$ cat config.mk
export PLATFORM = sky130hd
export DESIGN_NAME = vga_timing_gen_param
export DESIGN_NICKNAME = d
export VERILOG_FILES = /design/src/rtl/vga_timing_gen_param.sv
export SDC_FILE = /design/constraint.sdc
export NUM_CORES = 1
export LEC_CHECK = 0
export ABC_AREA = 1
export CAP_MARGIN = 25
export CORE_UTILIZATION = 42
export CTS_CLUSTER_DIAMETER = 100
export DETAILED_ROUTE_END_ITERATION = 7
export PLACE_DENSITY = 0.67
export SETUP_SLACK_MARGIN = 0.5
export SKIP_CTS_REPAIR_TIMING = 1
export SYNTH_ARGS = -nofsm -noshare
export SYNTH_HDL_FRONTEND = slang
export SYNTH_SLANG_ARGS = --single-unit
$ cat constraint.sdc
create_clock -name clkIn -period 2.7 [get_ports clkIn]
set_input_delay 0.81 -clock clkIn [delete_from_list [all_inputs] [get_ports clkIn]]
set_output_delay 0.81 -clock clkIn [all_outputs]
set_load 0.005 [all_outputs]
$ cat src/rtl/vga_timing_gen_param.sv
// Raster timing generator: pixel/line position, blanking, H/V sync, line/frame strobes, frame counter.
// Latency: position and frame counter are registers; every decode is combinational from them (zero latency).
// Backpressure: none; counters advance only on cycles where pixEnIn is high and hold otherwise.
module vga_timing_gen_param #(
    parameter int H_VISIBLE  = 800,
    parameter int H_FRONT    = 56,
    parameter int H_SYNC     = 120,
    parameter int H_BACK     = 64,
    parameter int V_VISIBLE  = 600,
    parameter int V_FRONT    = 37,
    parameter int V_SYNC     = 6,
    parameter int V_BACK     = 23,
    parameter int H_SYNC_POL = 1,
    parameter int V_SYNC_POL = 1,
    parameter int POS_W      = 12,
    parameter int FCNT_W     = 16
) (
    input  logic              clkIn,
    input  logic              rstNIn,
    input  logic              pixEnIn,
    output logic [POS_W-1:0]  hPosOut,
    output logic [POS_W-1:0]  vPosOut,
    output logic              isDisplayOnOut,
    output logic              isHSyncOut,
    output logic              isVSyncOut,
    output logic              lineStartOut,
    output logic              frameStartOut,
    output logic [FCNT_W-1:0] frameCntOut
);

    localparam int H_TOTAL = H_VISIBLE + H_FRONT + H_SYNC + H_BACK;
    localparam int V_TOTAL = V_VISIBLE + V_FRONT + V_SYNC + V_BACK;

    localparam logic [POS_W-1:0]  H_LAST   = POS_W'(H_TOTAL - 1);
    localparam logic [POS_W-1:0]  V_LAST   = POS_W'(V_TOTAL - 1);
    localparam logic [POS_W-1:0]  POS_ONE  = POS_W'(1);
    localparam logic [FCNT_W-1:0] FCNT_ONE = FCNT_W'(1);

    // Range bounds are one bit wider than the position so H_TOTAL == 2^POS_W still compares correctly.
    localparam logic [POS_W:0] H_VIS_END  = (POS_W+1)'(H_VISIBLE);
    localparam logic [POS_W:0] H_SYNC_BEG = (POS_W+1)'(H_VISIBLE + H_FRONT);
    localparam logic [POS_W:0] H_SYNC_END = (POS_W+1)'(H_VISIBLE + H_FRONT + H_SYNC);
    localparam logic [POS_W:0] V_VIS_END  = (POS_W+1)'(V_VISIBLE);
    localparam logic [POS_W:0] V_SYNC_BEG = (POS_W+1)'(V_VISIBLE + V_FRONT);
    localparam logic [POS_W:0] V_SYNC_END = (POS_W+1)'(V_VISIBLE + V_FRONT + V_SYNC);

    // Reject configurations whose totals do not fit the position width or that have no sync pulse.
    if (H_TOTAL > (1 << POS_W)) begin : g_h_total_err
        $error("vga_timing_gen_param: H_TOTAL %0d exceeds 2^POS_W", H_TOTAL);
    end
    if (V_TOTAL > (1 << POS_W)) begin : g_v_total_err
        $error("vga_timing_gen_param: V_TOTAL %0d exceeds 2^POS_W", V_TOTAL);
    end
    if (H_SYNC == 0 || V_SYNC == 0) begin : g_sync_width_err
        $error("vga_timing_gen_param: sync widths must be non-zero");
    end

    logic [POS_W-1:0]  r_hPos;
    logic [POS_W-1:0]  r_vPos;
    logic [FCNT_W-1:0] r_frameCnt;

    logic w_hVisible;
    logic w_vVisible;
    logic w_hActive;
    logic w_vActive;
    logic w_atLineStart;

    // Raster position and completed-frame counter; a frame only counts once its last pixel has passed.
    always_ff @(posedge clkIn) begin
        if (!rstNIn) begin
            r_hPos     <= '0;
            r_vPos     <= '0;
            r_frameCnt <= '0;
        end else if (pixEnIn) begin
            if (r_hPos == H_LAST) begin
                r_hPos <= '0;
                if (r_vPos == V_LAST) begin
                    r_vPos     <= '0;
                    r_frameCnt <= r_frameCnt + FCNT_ONE;
                end else begin
                    r_vPos <= r_vPos + POS_ONE;
                end
            end else begin
                r_hPos <= r_hPos + POS_ONE;
            end
        end
    end

    // Region decodes straight from the position registers.
    always_comb begin
        w_hVisible    = 1'b0;
        w_vVisible    = 1'b0;
        w_hActive     = 1'b0;
        w_vActive     = 1'b0;
        w_atLineStart = 1'b0;
        w_hVisible    = ({1'b0, r_hPos} < H_VIS_END);
        w_vVisible    = ({1'b0, r_vPos} < V_VIS_END);
        w_hActive     = ({1'b0, r_hPos} >= H_SYNC_BEG) && ({1'b0, r_hPos} < H_SYNC_END);
        w_vActive     = ({1'b0, r_vPos} >= V_SYNC_BEG) && ({1'b0, r_vPos} < V_SYNC_END);
        w_atLineStart = (r_hPos == '0);
    end

    assign hPosOut        = r_hPos;
    assign vPosOut        = r_vPos;
    assign frameCntOut    = r_frameCnt;
    assign isDisplayOnOut = w_hVisible && w_vVisible;
    assign isHSyncOut     = (H_SYNC_POL != 0) ? w_hActive : !w_hActive;
    assign isVSyncOut     = (V_SYNC_POL != 0) ? w_vActive : !w_vActive;
    assign lineStartOut   = pixEnIn && w_atLineStart;
    assign frameStartOut  = pixEnIn && w_atLineStart && (r_vPos == '0);

endmodule

## After elaboration in Yosys (flattened, before gate mapping)

Cells that the tools add are included.

- $add $sub $neg: 3
- Magnitude comparators: 6
- Eq/ne operators: 2
- Multiplexer cells: 2
- Reduce and logical (&&, ||, !) cells: 9

Operators with widths:

| cell | count |
|---|---|
| 12-bit by 10-bit less-than comparator with 1-bit output, second input constant | 4 |
| 12-bit by 1-bit adder with 12-bit output, second input constant | 2 |
| 12-bit by 10-bit greater-or-equal comparator with 1-bit output, second input constant | 2 |
| 12-bit logical NOT | 2 |
| 12-bit two-way mux | 2 |
| 16-bit by 1-bit adder with 16-bit output, second input constant | 1 |
| 12-bit by 10-bit equality test with 1-bit output, second input constant | 1 |
| 12-bit by 11-bit equality test with 1-bit output, second input constant | 1 |
| 1-bit logical AND | 5 |
| 3-bit AND reduction | 1 |
| 2-bit AND reduction | 1 |

- Bits in registers: 40
- Bits of input ports: 3
- Word-level logic and storage cells: 25

## Depth between registers and ports, before layout

Gate-level depths: netlist (run 1).

- Word-level depth: 3
- Gate-level depth with buffers: 10
- Depth with buffers taken out: 9

## Least setup slack after synthesis (run 1)

OpenSTA, ideal clock, no wires.

- Path type: input port to output port
- From: input pixEnIn
- To: output frameStartOut
- Data arrival time: 1.437 ns
- Data required time: 1.890 ns
- Slack: 0.453 ns
- Cell stages on the path: 5
- Path through: buf_2 inv_1 nor3_1 nand4_1 nor2_1

- Cells in the longest elaborated chain, start to end: 2

RTL lines:

| item | line | RTL |
|---|---|---|
| start, declared | 20 | `input logic pixEnIn,` |
| 1-bit logical AND (2 in a row) | 110 | `assign frameStartOut = pixEnIn && w_atLineStart && (r_vPos == '0);` |
| end, declared | 27 | `output logic frameStartOut,` |

No other way between the ends.

## Final worst setup path (run 1)

Ends and elaborated chain as after synthesis.

==> results of run 1 <==
-- final cells by class --
| cell class | count | area share |
|---|---|---|
| Clock buffer | 7 | 0.0289 |
| Clock inverter | 1 | 0.00901 |
| Inverter | 44 | 0.0511 |
| Multi-Input combinational cell | 281 | 0.465 |
| Sequential cell | 40 | 0.253 |
| Tap cell | 72 | 0.0270 |
| Timing Repair Buffer | 60 | 0.166 |
-- per-stage QoR --
step	total power [uW]	setup TNS [ns]
after floorplan	633	0
after global placement	657	-0.893
after detailed placement	657	-0.883
after CTS	1200	-1.03
after global routing	1240	0
final	1190	0
-- per-layer routing --
metal / wire, microns / vias to the layer above
met5: 0 / -
met4: 36 / 0
met3: 311 / 6
met2: 2980 / 62
met1: 2900 / 1118
li1: - / 1326
-- worst max path at each step --
| stage | slack (ns) | start | end | depth (start not counted) |
|---|---|---|---|---|
| 2_1_floorplan | 0.51 | pixEnIn | frameStartOut | 5 |
| 3_3_place_gp | -0.47 | pixEnIn | frameStartOut | 6 |
| 3_5_place_dp | -0.47 | pixEnIn | frameStartOut | 6 |
| 4_1_cts | -0.47 | pixEnIn | frameStartOut | 6 |
| 5_1_grt | 0.21 | hPosOut[0] | frameStartOut | 8 |
| 6_report | 0.27 | pixEnIn | frameStartOut | 7 |
-- cell usage after synthesis (all sizes together), types with 4 or more instances --
library cell,instances
nand2,110
nor2,50
inv,43
dfxtp,40
a21oi,34
nand3,22
nor3,14
nand4,12
xor2,9
ha,7
o21ai,7
buf,6
a31oi,4
-- flip-flops by register name, summed over array words and instances, names as in the netlist --
register and flops:
hPosOut 12, frameCntOut 16, vPosOut 12
-- kinds of logic after synthesis --
kind of cell,Yosys count,synth area share
compound gates,49,0.120
xor+xnor,11,0.0386
fa+ha+maj,7,0.0351
buf+inv,53,0.0887
flops,40,0.321
simple gates,214,0.397
-- critical path, stage by stage --
cell                             delay (ns)
sky130_fd_sc_hd__dlymetal6s2s_1        0.12
sky130_fd_sc_hd__inv_2                 0.05
sky130_fd_sc_hd__nor3_2                0.13
sky130_fd_sc_hd__nand4_1               0.14
sky130_fd_sc_hd__buf_4                 0.17
sky130_fd_sc_hd__nor2_4                0.08
sky130_fd_sc_hd__clkbuf_2              0.12
-- report_power, final --
group          switching, uW  internal, uW  leakage, uW
Sequential              3.32           585     0.000334
Clock                    216           326    0.0000645
Combinational           30.2          28.6     0.000831
==> run_summary.xml, run 1 <==
<?xml version="1.0" encoding="UTF-8"?>
<metrics>
  <group name="drt">
    <metric name="initial_detailed_routing_violation_count" unit="">109</metric>
    <metric name="route.detailed.drc" unit="">0</metric>
    <metric name="wl_per_cell" unit="microns">12.3</metric>
    <metric name="route.vias.total" unit="">2512</metric>
    <metric name="ant_nets" unit="">0</metric>
    <metric name="detailedRoute.firstPassIterationCount" unit="">4</metric>
    <metric name="vias_per_cell" unit="">4.97</metric>
    <metric name="routed_wl" unit="microns">6230</metric>
  </group>
  <group name="global_route">
    <metric name="grt_antenna_before_repair" unit="">0</metric>
    <metric name="grt_max_degree" unit="">19</metric>
    <metric name="grt_pass1_vias" unit="">2237</metric>
    <metric name="use_met3" unit="">0.0299</metric>
    <metric name="overflow" unit="">0</metric>
    <metric name="groute.layer.met2.usage" unit="">0.349</metric>
    <metric name="most_crowded_layer_after_global_routing" unit="">met2</metric>
    <metric name="globalRouteTotalUtil" unit="">0.207</metric>
    <metric name="globalRouteMet1Util" unit="">0.278</metric>
    <metric name="grt_pass1_wl" unit="microns">10400</metric>
  </group>
  <group name="min_path">
    <metric name="hold_path_depth" unit="">2</metric>
    <metric name="worst_hold_path_class" unit="">flop to flop</metric>
    <metric name="hold_startpoint" unit="">hPosOut[9]</metric>
    <metric name="min_to" unit="">hPosOut[9]</metric>
  </group>
  <group name="synthesis">
    <metric name="synth_seq_cells" unit="">40</metric>
    <metric name="synth_area_leaders" unit="">sky130_fd_sc_hd__dfxtp_1, sky130_fd_sc_hd__nand2_1, sky130_fd_sc_hd__nor2_1</metric>
    <metric name="syn_area_per_cell" unit="sq um">6.67</metric>
    <metric name="synth.lib_cells_used.distinct" unit="">34</metric>
    <metric name="yosys_warnings" unit="">0</metric>
    <metric name="post-synth-top-area-fraction" unit="">0.321</metric>
    <metric name="ys.flop_type" unit="">sky130_fd_sc_hd__dfxtp_1</metric>
    <metric name="netlist.top_cell.by_area" unit="">sky130_fd_sc_hd__dfxtp_1</metric>
    <metric name="number_of_synthesized_flops_with_an_enable_pin" unit="">0</metric>
    <metric name="ys_seq_area_frac" unit="">0.321</metric>
    <metric name="async_flop_share" unit="">0</metric>
    <metric name="mappedNetlistArea" unit="sq mm">0.00250</metric>
    <metric name="synthesis.nets" unit="">384</metric>
    <metric name="number_of_instances_in_the_synthesized_netlist" unit="">374</metric>
  </group>
  <group name="place">
    <metric name="hpwl" unit="microns">4540</metric>
    <metric name="placed_cell_count" unit="">492</metric>
    <metric name="place.port_buffers" unit="">47</metric>
    <metric name="place_worst_setup_slack" unit="ns">-0.467</metric>
    <metric name="finalWeightedCongestion" unit="">0.846</metric>
    <metric name="dpl_cell_area" unit="sq mm">0.00306</metric>
  </group>
  <group name="sta">
    <metric name="slew_worst_pin" unit="ns">0.450</metric>
    <metric name="finalSetupViolations" unit="">0</metric>
    <metric name="worst_hold_slack" unit="ns">0.489</metric>
    <metric name="post-route-period-util" unit="">0.898</metric>
    <metric name="finalWorstSetupSlack" unit="ns">0.275</metric>
    <metric name="final_critical_delay_including_setup_and_external_delays" unit="ns">2.43</metric>
    <metric name="rsz0062_at_grt" unit="">true</metric>
    <metric name="slew_violations" unit="">0</metric>
    <metric name="fmax" unit="GHz">0.412</metric>
    <metric name="relSlewSlack" unit="">0.697</metric>
    <metric name="worst_clock_skew" unit="ns">0.00400</metric>
    <metric name="final_hold_viol_count" unit="">0</metric>
  </group>
  <group name="critical_path">
    <metric name="setup.reg_to_reg.worst_slack" unit="ns">0.81</metric>
    <metric name="criticalPathCategory" unit="">primary input to output pin</metric>
    <metric name="timing.rr.start" unit="">hPosOut[0]</metric>
    <metric name="r2r_end" unit="">vPosOut[4]</metric>
    <metric name="worst-endpoint-arrival" unit="ns">1.62</metric>
    <metric name="worst_setup_path_start_kind" unit="">primary input</metric>
    <metric name="critical_path_required" unit="ns">1.89</metric>
    <metric name="critical_path.endpoint_type" unit="">output pin</metric>
    <metric name="crit_path_max_fanout" unit="">2</metric>
    <metric name="reg2regPathDepth" unit="">9</metric>
  </group>
  <group name="die">
    <metric name="rows" unit="">27</metric>
    <metric name="die_area" unit="sq mm">0.00626</metric>
    <metric name="floorplan.initialDensity" unit="">0.445</metric>
    <metric name="ios" unit="">48</metric>
    <metric name="chipWidth" unit="microns">79.1</metric>
    <metric name="placeableCoreArea" unit="sq mm">0.00561</metric>
    <metric name="fp.dieH" unit="microns">79.1</metric>
  </group>
  <group name="final_layout">
    <metric name="most-common-layout-cells" unit="">sky130_fd_sc_hd__nand2_1, sky130_fd_sc_hd__nor2_1, sky130_fd_sc_hd__clkdlybuf4s50_1</metric>
    <metric name="layout.cell_area.non_filler" unit="sq mm">0.00333</metric>
    <metric name="diodes" unit="">0</metric>
    <metric name="final_core_util" unit="">0.594</metric>
    <metric name="final_net_count" unit="">442</metric>
    <metric name="final_layout_size_suffix_gt1_frac" unit="">0.229</metric>
    <metric name="areaGrowthSynthToFinish" unit="%">33.5</metric>
    <metric name="layout.cells.non_filler" unit="">505</metric>
    <metric name="regArea" unit="sq um">845</metric>
    <metric name="area_of_the_multi_input_gates" unit="sq mm">0.00155</metric>
    <metric name="mostFrequentLayoutCell" unit="">sky130_fd_sc_hd__nand2_1</metric>
    <metric name="nFillCells" unit="">565</metric>
  </group>
  <group name="clock_network">
    <metric name="cts_inserted_buffers" unit="">5</metric>
    <metric name="clock_sinks" unit="">40</metric>
    <metric name="worstSkewPairLatency" unit="ns">0.29</metric>
    <metric name="clock_path_buffers" unit="">2</metric>
    <metric name="ctsRootBufferMaster" unit="">sky130_fd_sc_hd__clkbuf_8</metric>
    <metric name="cts_tree" unit="">built</metric>
    <metric name="maximum_level_of_the_cts_h_tree" unit="">2</metric>
    <metric name="cts.reportedPaths.clkPinSlew" unit="ns">0.08</metric>
  </group>
  <group name="pwr">
    <metric name="cell_pwr_density" unit="mW/mm^2">357</metric>
    <metric name="vdd_ir_drop_max" unit="mV">0.177</metric>
    <metric name="power_leakage" unit="uW">0.00123</metric>
  </group>
  <group name="job">
    <metric name="maxCapViolations" unit="">0</metric>
  </group>
  <group name="status">
    <metric name="outcome" unit="">finished, final reports clean</metric>
  </group>
</metrics>
(Power assumes the default switching activity.)
==> run 2, diff against run 1 <==
--- a/config.mk
+++ b/config.mk
@@ -8,6 +8,7 @@
 export ABC_AREA = 1
 export CAP_MARGIN = 25
 export CORE_UTILIZATION = 42
+export CTS_BUF_LIST = sky130_fd_sc_hd__clkbuf_8
 export CTS_CLUSTER_DIAMETER = 100
 export DETAILED_ROUTE_END_ITERATION = 7
 export PLACE_DENSITY = 0.67
==> results of run 2 <==
Final layout, timing and power as in run 1 (identical DEF).
